**src/rtl/macguffin_dec.sv**
```systemverilog
// MacGuffin block decryptor: iterative, one inverse Feistel round per cycle,
// round keys expanded once after reset into an internal register file.
module macguffin_dec #(
  parameter int ROUNDS = 32
) (
  input  logic         clk,
  input  logic         rst,
  input  logic [127:0] key,
  input  logic [63:0]  s_axis_tdata,
  input  logic         s_axis_tvalid,
  output logic         s_axis_tready,
  output logic [63:0]  m_axis_tdata,
  output logic         m_axis_tvalid,
  input  logic         m_axis_tready
);

  localparam int            CW   = (ROUNDS > 1) ? $clog2(ROUNDS) : 1;
  localparam logic [CW-1:0] LAST = CW'(ROUNDS - 1);

  // Eight 6-in/2-out S-boxes, entry n at bits [2n+1:2n]; shared with the encryptor.
  localparam logic [127:0] SBOX [8] = '{
    128'he4d1_2fb8_3a6c_5907_b1e8_4d2f_c703_6a95,
    128'h1f6a_c9e2_7d40_b853_62ad_f01c_9b37_e4c5,
    128'ha72c_40f9_de15_836b_5c9e_0b71_f3a4_28d6,
    128'h7d3b_e960_0af5_2c18_b4e7_1d92_6c08_f53a,
    128'h2e4c_b17a_90d3_6f85_d8a1_4b2e_075c_93f6,
    128'hc6f0_1b9d_5a27_e384_3f6e_a0d9_b215_7c48,
    128'h4b96_7e2d_f310_a5c8_e017_9c4b_5d3a_86f2,
    128'hd825_6cb1_3e9f_0a47_91c3_f75e_2a60_4db8
  };

  typedef enum logic [1:0] {KEYGEN, IDLE, ROUND, OUT} state_t;

  function automatic logic [15:0] f_fn(input logic [15:0] a, input logic [15:0] b,
                                       input logic [15:0] c, input logic [47:0] k);
    logic [47:0] x;
    logic [15:0] y;
    logic [6:0]  idx;
    x = {a, b, c} ^ k;
    y = '0;
    for (int j = 0; j < 8; j++) begin
      idx          = {x[6*j +: 6], 1'b0};
      y[2*j +: 2]  = SBOX[j][idx +: 2];
    end
    return y;
  endfunction

  // Key schedule: rotate left by 29, fold in F of the state and the step index.
  function automatic logic [127:0] ks_next(input logic [127:0] s, input logic [CW-1:0] j);
    return {s[98:0], s[127:99]} ^ {f_fn(s[127:112], s[111:96], s[95:80], s[47:0]), 112'(j)};
  endfunction

  function automatic logic [47:0] rk_of(input logic [127:0] s);
    return s[127:80] ^ s[47:0];
  endfunction

  // Inverse round: rotate words right, then r0 ^= F(r1, r2, r3, k).
  function automatic logic [63:0] inv_round(input logic [63:0] b, input logic [47:0] k);
    logic [63:0] r;
    r = {b[15:0], b[63:16]};
    return {r[63:48] ^ f_fn(r[47:32], r[31:16], r[15:0], k), r[47:0]};
  endfunction

  state_t        state;
  logic [CW-1:0] kcnt;
  logic [CW-1:0] rcnt;
  logic [127:0]  ks;
  logic [63:0]   blk;
  logic [47:0]   rkeys [ROUNDS];

  logic [127:0]  ks_cur;
  logic [CW-1:0] kidx;
  logic [63:0]   blk_next;

  // The key port is only looked at on the first expansion step.
  assign ks_cur   = (kcnt == '0) ? key : ks;
  assign kidx     = LAST - rcnt;
  assign blk_next = inv_round(blk, rkeys[kidx]);

  // NOTE: the round-key file has no reset; every entry is rewritten during KEYGEN before it is read.
  always_ff @(posedge clk) begin
    if (!rst && state == KEYGEN) rkeys[kcnt] <= rk_of(ks_cur);
  end

  always_ff @(posedge clk) begin
    // NOTE: non-blocking assignments so every register here samples pre-edge values.
    if (rst) begin
      state         <= KEYGEN;
      kcnt          <= '0;
      rcnt          <= '0;
      ks            <= '0;
      blk           <= '0;
      s_axis_tready <= 1'b0;
      m_axis_tvalid <= 1'b0;
      m_axis_tdata  <= '0;
    end else begin
      case (state)
        KEYGEN: begin
          ks <= ks_next(ks_cur, kcnt);
          if (kcnt == LAST) begin
            state         <= IDLE;
            s_axis_tready <= 1'b1;
          end else begin
            kcnt <= kcnt + 1'b1;
          end
        end
        IDLE: begin
          if (s_axis_tvalid) begin
            blk           <= s_axis_tdata;
            rcnt          <= '0;
            state         <= ROUND;
            s_axis_tready <= 1'b0;
          end
        end
        ROUND: begin
          blk <= blk_next;
          if (rcnt == LAST) begin
            state         <= OUT;
            m_axis_tvalid <= 1'b1;
            m_axis_tdata  <= blk_next;
          end else begin
            rcnt <= rcnt + 1'b1;
          end
        end
        OUT: begin
          if (m_axis_tready) begin
            state         <= IDLE;
            m_axis_tvalid <= 1'b0;
            s_axis_tready <= 1'b1;
          end
        end
        default: state <= KEYGEN;
      endcase
    end
  end

endmodule

```
**config.mk**
```make
export PLATFORM = sky130hd
export DESIGN_NAME = macguffin_dec
export DESIGN_NICKNAME = d
export VERILOG_FILES = /design/src/rtl/macguffin_dec.sv
export SDC_FILE = /design/constraint.sdc
export NUM_CORES = 2
export LEC_CHECK = 0
export BUFFER_PORTS_ARGS = -buffer_cell sky130_fd_sc_hd__buf_2
export CAP_MARGIN = 20
export CORE_MARGIN = 2
export CORE_UTILIZATION = 40
export CTS_CLUSTER_SIZE = 25
export DETAILED_ROUTE_END_ITERATION = 16
export GPL_TIMING_DRIVEN = 0
export REMOVE_ABC_BUFFERS = 1
export SLEW_MARGIN = 20
export SYNTH_ARGS = -nofsm -noshare
export SYNTH_HDL_FRONTEND = slang
export SYNTH_SLANG_ARGS = --single-unit
```
**constraint.sdc**
```tcl
create_clock -name clk -period 7.37 [get_ports clk]
set_input_delay 1.474 -clock clk [delete_from_list [all_inputs] [get_ports clk]]
set_output_delay 1.474 -clock clk [all_outputs]
set_load 0.005 [all_outputs]
```
# Yosys cells after proc, flatten, opt, wreduce, memory -nomap -nowiden
# Memory sizes are Yosys's and may differ from the RTL's.
# Cells that the tools add are included.
totals:
  ff_bits: 270
  latchBits: 0
  ramBits: 1536
  mem_bits_ro: 0
  inputBits: 196
  n_memories: 1
mem_list:
  columns: ["memory", "words", "word_bits", "read_ports", "rd_clocked_by_memory_dff", "write_ports", "line_no", "source"]
  rows:
  - ["rkeys", 32, 48, 1, 0, 1, "69", "logic [47:0] rkeys [ROUNDS];"]
op_classes:
  add_sub_neg: 3
  mul: 0
  n_div: 0
  magnitude_cmp: 0
  n_eq_ne: 10
  shifts: 16
  n_mux: 20
  bitwise_logic: 5
  n_reduce_logical: 14
ops:
  columns: ["operator", "count"]
  rows:
  - ["$shiftx A128 B8 Y2 const A", 16]
  - ["$mux W128", 1]
  - ["$pmux W64 S2", 1]
  - ["$xor A128 B128 Y128", 1]
  - ["$xor A48 B48 Y48", 2]
  - ["$mux W64", 1]
  - ["$xor A16 B16 Y16", 1]
  - ["$add A5 B1 Y5 const B", 2]
  - ["$eq A5 B5 Y1 const B", 2]
  - ["$mux W5", 2]
  - ["$pmux W5 S2", 1]
  - ["$mux W2", 4]
  - ["$ne A2 B2 Y1 const B", 4]
  - ["$pmux W2 S4", 1]
  - ["$reduce_and A4 Y1", 2]
  - ["$mux W1", 7]
  - ["$reduce_and A2 Y1", 3]
  - ["$reduce_and A3 Y1", 2]
  - ["$logic_not A5 Y1", 1]
  - ["$sub A5 B5 Y5 const A", 1]
  - ["$eq A2 B2 Y1 const B", 2]
  - ["$reduce_bool A2 Y1", 2]
  - ["$pmux W1 S3", 1]
  - ["$reduce_bool A3 Y1", 1]
  - ["7 further kinds", 7]

# Depth between registers and ports, before layout
# An unclocked memory read counts as a cell.
logic_depth:
  ltp_word: 6
  ltp_mapped: 22

# Worst setup path after synthesis
# OpenSTA, ideal clock, no wires.
synth_path:
  kind: "register -> register"
  start: "register kcnt[0]"
  end: "register ks[112]"
  setup_time_ns: 0.065
  arrival_ns: 5.181
  required_ns: 7.305
  setup_slack_ns: 2.124
  path_stages_with_launch: 17
  path_buffers: 2
  synth_period_minus_slack_ns: 5.246
  cell_sequence: "dfxtp_1 -> inv_1 -> ha_1 -> nor4b_1 -> clkbuf_1 -> buf_1 -> o21ai_0 -> inv_1 -> ha_1 -> or3_1 -> a21oi_1 -> a31oi_1 -> mux2_2 -> a21oi_1 -> xor2_1 -> mux2i_1 -> nor2_1"
synth_via:
  elab_chain_cells: 5
synth_rtl:
  columns: ["item", "line_no", "source"]
  rows:
  - ["from (decl)", "65", "logic [CW-1:0] kcnt;"]
  - ["from (signal assigned)", "104", "kcnt <= kcnt + 1'b1;"]
  - ["$logic_not A5 Y1 *", "76", "assign ks_cur = (kcnt == '0) ? key : ks;"]
  - ["$mux W128 *", "76", null]
  - ["$xor A48 B48 Y48", "39", "x = {a, b, c} ^ k;"]
  - ["$shiftx A128 B8 Y2", "43", "y[2*j +: 2] = SBOX[j][idx +: 2];"]
  - ["$xor A128 B128 Y128 *", "50", "return {s[98:0], s[127:99]} ^ {f_fn(s[127:112], s[111:96], s[95:80], s[47:0]), 112'(j)};"]
  - ["to (signal assigned)", "99", "ks <= ks_next(ks_cur, kcnt);"]
  - ["to (decl)", "67", "logic [127:0] ks;"]
# Mark *: on every way between the ends. The rest lies on a longest branch, timed or not.
# A chain may end at the register's enable or synchronous reset.

# Worst setup path in the final report
layout_path:
  start: "register rcnt[0]"
  end: "register blk[60]"
layout_via:
  elab_chain_cells: 6
layout_rtl:
  columns: ["item", "line_no", "source"]
  rows:
  - ["from (decl)", "66", "logic [CW-1:0] rcnt;"]
  - ["from (signal assigned)", "122", "rcnt <= rcnt + 1'b1;"]
  - ["$sub A5 B5 Y5", "77", "assign kidx = LAST - rcnt;"]
  - ["$mem_v2 Z32 W48", null, null]
  - ["$xor A48 B48 Y48", "39", null]
  - ["$shiftx A128 B8 Y2", "43", null]
  - ["$xor A16 B16 Y16", "61", "return {r[63:48] ^ f_fn(r[47:32], r[31:16], r[15:0], k), r[47:0]};"]
  - ["$pmux W64 S2", "97", "case (state)"]
  - ["to (signal assigned)", "109", "blk <= s_axis_tdata;"]
  - ["to (signal assigned)", "116", "blk <= blk_next;"]
  - ["to (decl)", "68", "logic [63:0] blk;"]
# No other way between the ends.

==> results.md <==
- Finished Layout Cells: 8470
- Switching Share: 0.3266
- Synth top area share: 0.5821
- H-tree depth: 4
- DRC errors left: 0
- Dominant synthesized flop cell: edfxtp_1
- Final Critical Period: 6653 ps
- Final setup skew: approximately 52 ps
- Final hold violations: 0
- Slew Limit Fails: 0
- Top-count cell post-synth: edfxtp_1
- GR Util met1: 0.3338
- Switch Pwr: approximately 11 mW
- Hold WC Path Type: register to register
- Share of layout cells above drive strength 1: 0.2101
- Final setup fails: 0
- Critical path launch point type: register
- #FFs+latches synth: ~1800
- CP Capture Type: register
- R2R setup slack: about 720 ps
- Nets: ~6000
- TritonCTS Buffers: 180
- Async SR Flop Fraction: 0
- Total vias in the final route: between 50000 and 60000
- Area Overhead vs Synth: 18.21%
- DRT iter0 DRCs: approximately 6500
- Final WL: between 200000 and 250000 µm
- Setup bufs post-CTS: 0
- Area contributors post-synth: edfxtp_1 58%, mux4_2 7.2%, dfxtp_1 6.8%
- GPL Wtd Cong: slightly above 0.8
- Die W: between 400 and 500 µm
- Core ar.: just under 0.2 mm²
- Sequential share of power: 0.431
- Largest net degree at the start of global routing: 106
- Core Rows: 163
- RSZ-0062 raised after global routing: no
- Cell area power density: roughly 360 mW/mm²
- Post-layout power: about 33 mW
- Die Area: between 0.2 and 0.25 mm²
- First-pass GRT wire length: between 300000 and 400000 µm
- Actual slew at the worst max-slew pin: approximately 1200 ps
- Status: complete, no violations
- Initial Util: 0.4022
- Worst r2r path cells: 15
- Clk buf depth: 3
- Post-DRT Antenna Nets: 0
- Power share of the clock group: 0.282
- Leak pwr: 30.84 nW
- Final TNS setup: 0 ps
- Setup crit end: blk[60]
- Avg Cell Area, Syn: 14.90 µm²
- Ys Warns: 0
- CTS clock-pin slew for the worst setup and hold paths: 60 ps
- Die Height: 449.1 µm
- Area of the multi-input gates: approximately 0.026 mm²
- Seq/Total Area, Yosys: 0.6503
- CTS Sinks: 1806
- DR WL/cell: approximately 27 µm
- CP Launch Point: rcnt[0]
- CP Max Fanout: 37
- Most instantiated cells after synthesis: 1536 x edfxtp_1, 467 x nand2_1, 380 x nor2_1
- Vias in the first global route: 48130
- Hold buffers post-CTS: 0
- Minimum hold slack: between 400 and 500 ps
- Period utilisation layout: 0.9027
- Post-DP HPWL: 156700 µm
- First-pass DRT Iterations: 6
- Register area: 0.05155 mm²
- Placed cell count: ~8100
- Root buf cell: clkbuf_16
- Max Cap Viol: 0
- Required @ worst endpoint: ~8100 ps
- Cell taking the most area after synthesis: edfxtp_1
- Clk Latency, worst-skew pair: approximately 840 ps
- Via density: around 5.9
- Filler Cell Count: around 17000
- Mapped Area: 0.07923 mm²
- Crit path kind: register to register
- Max Clk Rate: approximately 150 MHz
- Peak VDD IR: about 280 µV
- Number of synthesized flops with an enable pin: 1536
- M2 GR Usage: 0.3417
- Grt met3 use: 0.04156
- Rel. slew slack: 0.2040
- Worst r2r src: rcnt[0]
- Post-CTS resize count: 0
- CTS tree: built
- Cells after synthesis: around 5300
- Comb power frac: 0.287
- Initial antenna violation count: 10
- Port Buf Inserts: around 260
- Post-synthesis cell type count: around 100
- Total GRT Usage: 0.2253
- Reg-to-reg endpoint: blk[60]
- Critical Path AT: between 7000 and 8000 ps
- Busiest layer in global routing: met2
- Total gr overflow: 0
- Int Power: 22.40 mW
- I/O pin cnt: about 260
[through the flow]
step	instance area [µm²]	util	setup slack [ps]
after floorplan	77270	-	-21450
after global placement	81880	0.4156	-42180
after detailed placement	87510	0.4442	814.4
after CTS	93550	0.4749	750.3
after global routing	93660	0.4754	283.4
final	93660	0.4754	716.8
[area by class of cell]
type | instances | share of cell area
diodes | 3 | 0.00008015
well taps | 2640 | 0.03527
clock buffers | 233 | 0.05218
inverters | 92 | 0.003767
repair buffers | 502 | 0.06703
multi-input cells | 3091 | 0.2789
clock inverters | 103 | 0.01241
flip-flops and latches | 1806 | 0.5503
[power groups by stage]
stage | combinational [mW] | clock, mW | sequential, mW
global route | 10.4 | 9.86 | 14.4
floorplan | 4.68 | 0 | 14.0
CTS | 9.40 | 9.48 | 14.4
detailed placement | 9.36 | 0 | 14.6
global placement | 6.20 | 0 | 14.1
finish | 9.54 | 9.38 | 14.4
[critical path, cell delays in order (launching register included)]
cell	delay, ps
dfxtp_4	780
buf_16	340
buf_16	300
nand3_1	840
o221ai_1	580
o22ai_1	150
a221oi_2	800
xnor2_2	310
inv_1	300
ha_1	290
a21oi_1	120
a21oi_1	50
mux4_2	510
and4_1	220
or4_1	570
o41ai_2	280
[cell families (layout without fill, tap and decap cells)]
group,Yosys count,in the layout,synth area share
DFF,1806,1806,0.6503
and+or+nand+nor,1246,1246,0.07097
AOI/OAI and AO/OA,867,867,0.08020
muxes,694,694,0.1325
buffers and inverters,420,930,0.02918
xor gates and xnor gates,175,175,0.01963
adders and majority gates,109,109,0.01721
other,0,3,0
[how the worst min path moves through the flow]
stage                          start                to  slack, ps  depth (start not counted)
global route        m_axis_tdata[46]  m_axis_tdata[46]        470                          2
finish               m_axis_tdata[8]   m_axis_tdata[8]        450                          2
global placement    m_axis_tdata[25]  m_axis_tdata[25]        440                          2
floorplan                    blk[38]  m_axis_tdata[22]        430                          2
detailed placement  m_axis_tdata[34]  m_axis_tdata[34]        440                          2
CTS                 m_axis_tdata[34]  m_axis_tdata[34]        450                          2
[flip-flops by register name, summed over array words and instances (netlist names)]
register and cells:
blk 64, kcnt 5, ks 128, m_axis_tdata 64
m_axis_tvalid 1, rcnt 5, rkeys 1536, s_axis_tready 1
state 2
[cells in the final DEF, fill, tap and decap left out, drive strengths merged, types with 53 or more instances in the layout]
master,synthesis,routed
clkbuf,191,234
a21oi,161,161
ha,109,109
mux2i,369,369
buf,135,501
edfxtp,1536,1536
nor3,99,99
dfxtp,270,270
clkinv,6,84
inv,86,88
xnor2,94,94
nor2,381,381
mux2,53,53
a311oi,109,109
mux4,272,272
nand2,467,467
a22oi,65,65
xor2,81,81
o21ai,102,102
[per-layer routing]
metal | vias to the layer above | share of wire | wire length [µm]
li1 | 21610 | - | -
met1 | 25690 | 0.44 | 101500
met2 | 2441 | 0.45 | 104700
met3 | 337 | 0.090 | 21030
met4 | 14 | 0.023 | 5413
met5 | - | 0.00039 | 91
(Power assumes the default switching activity.)
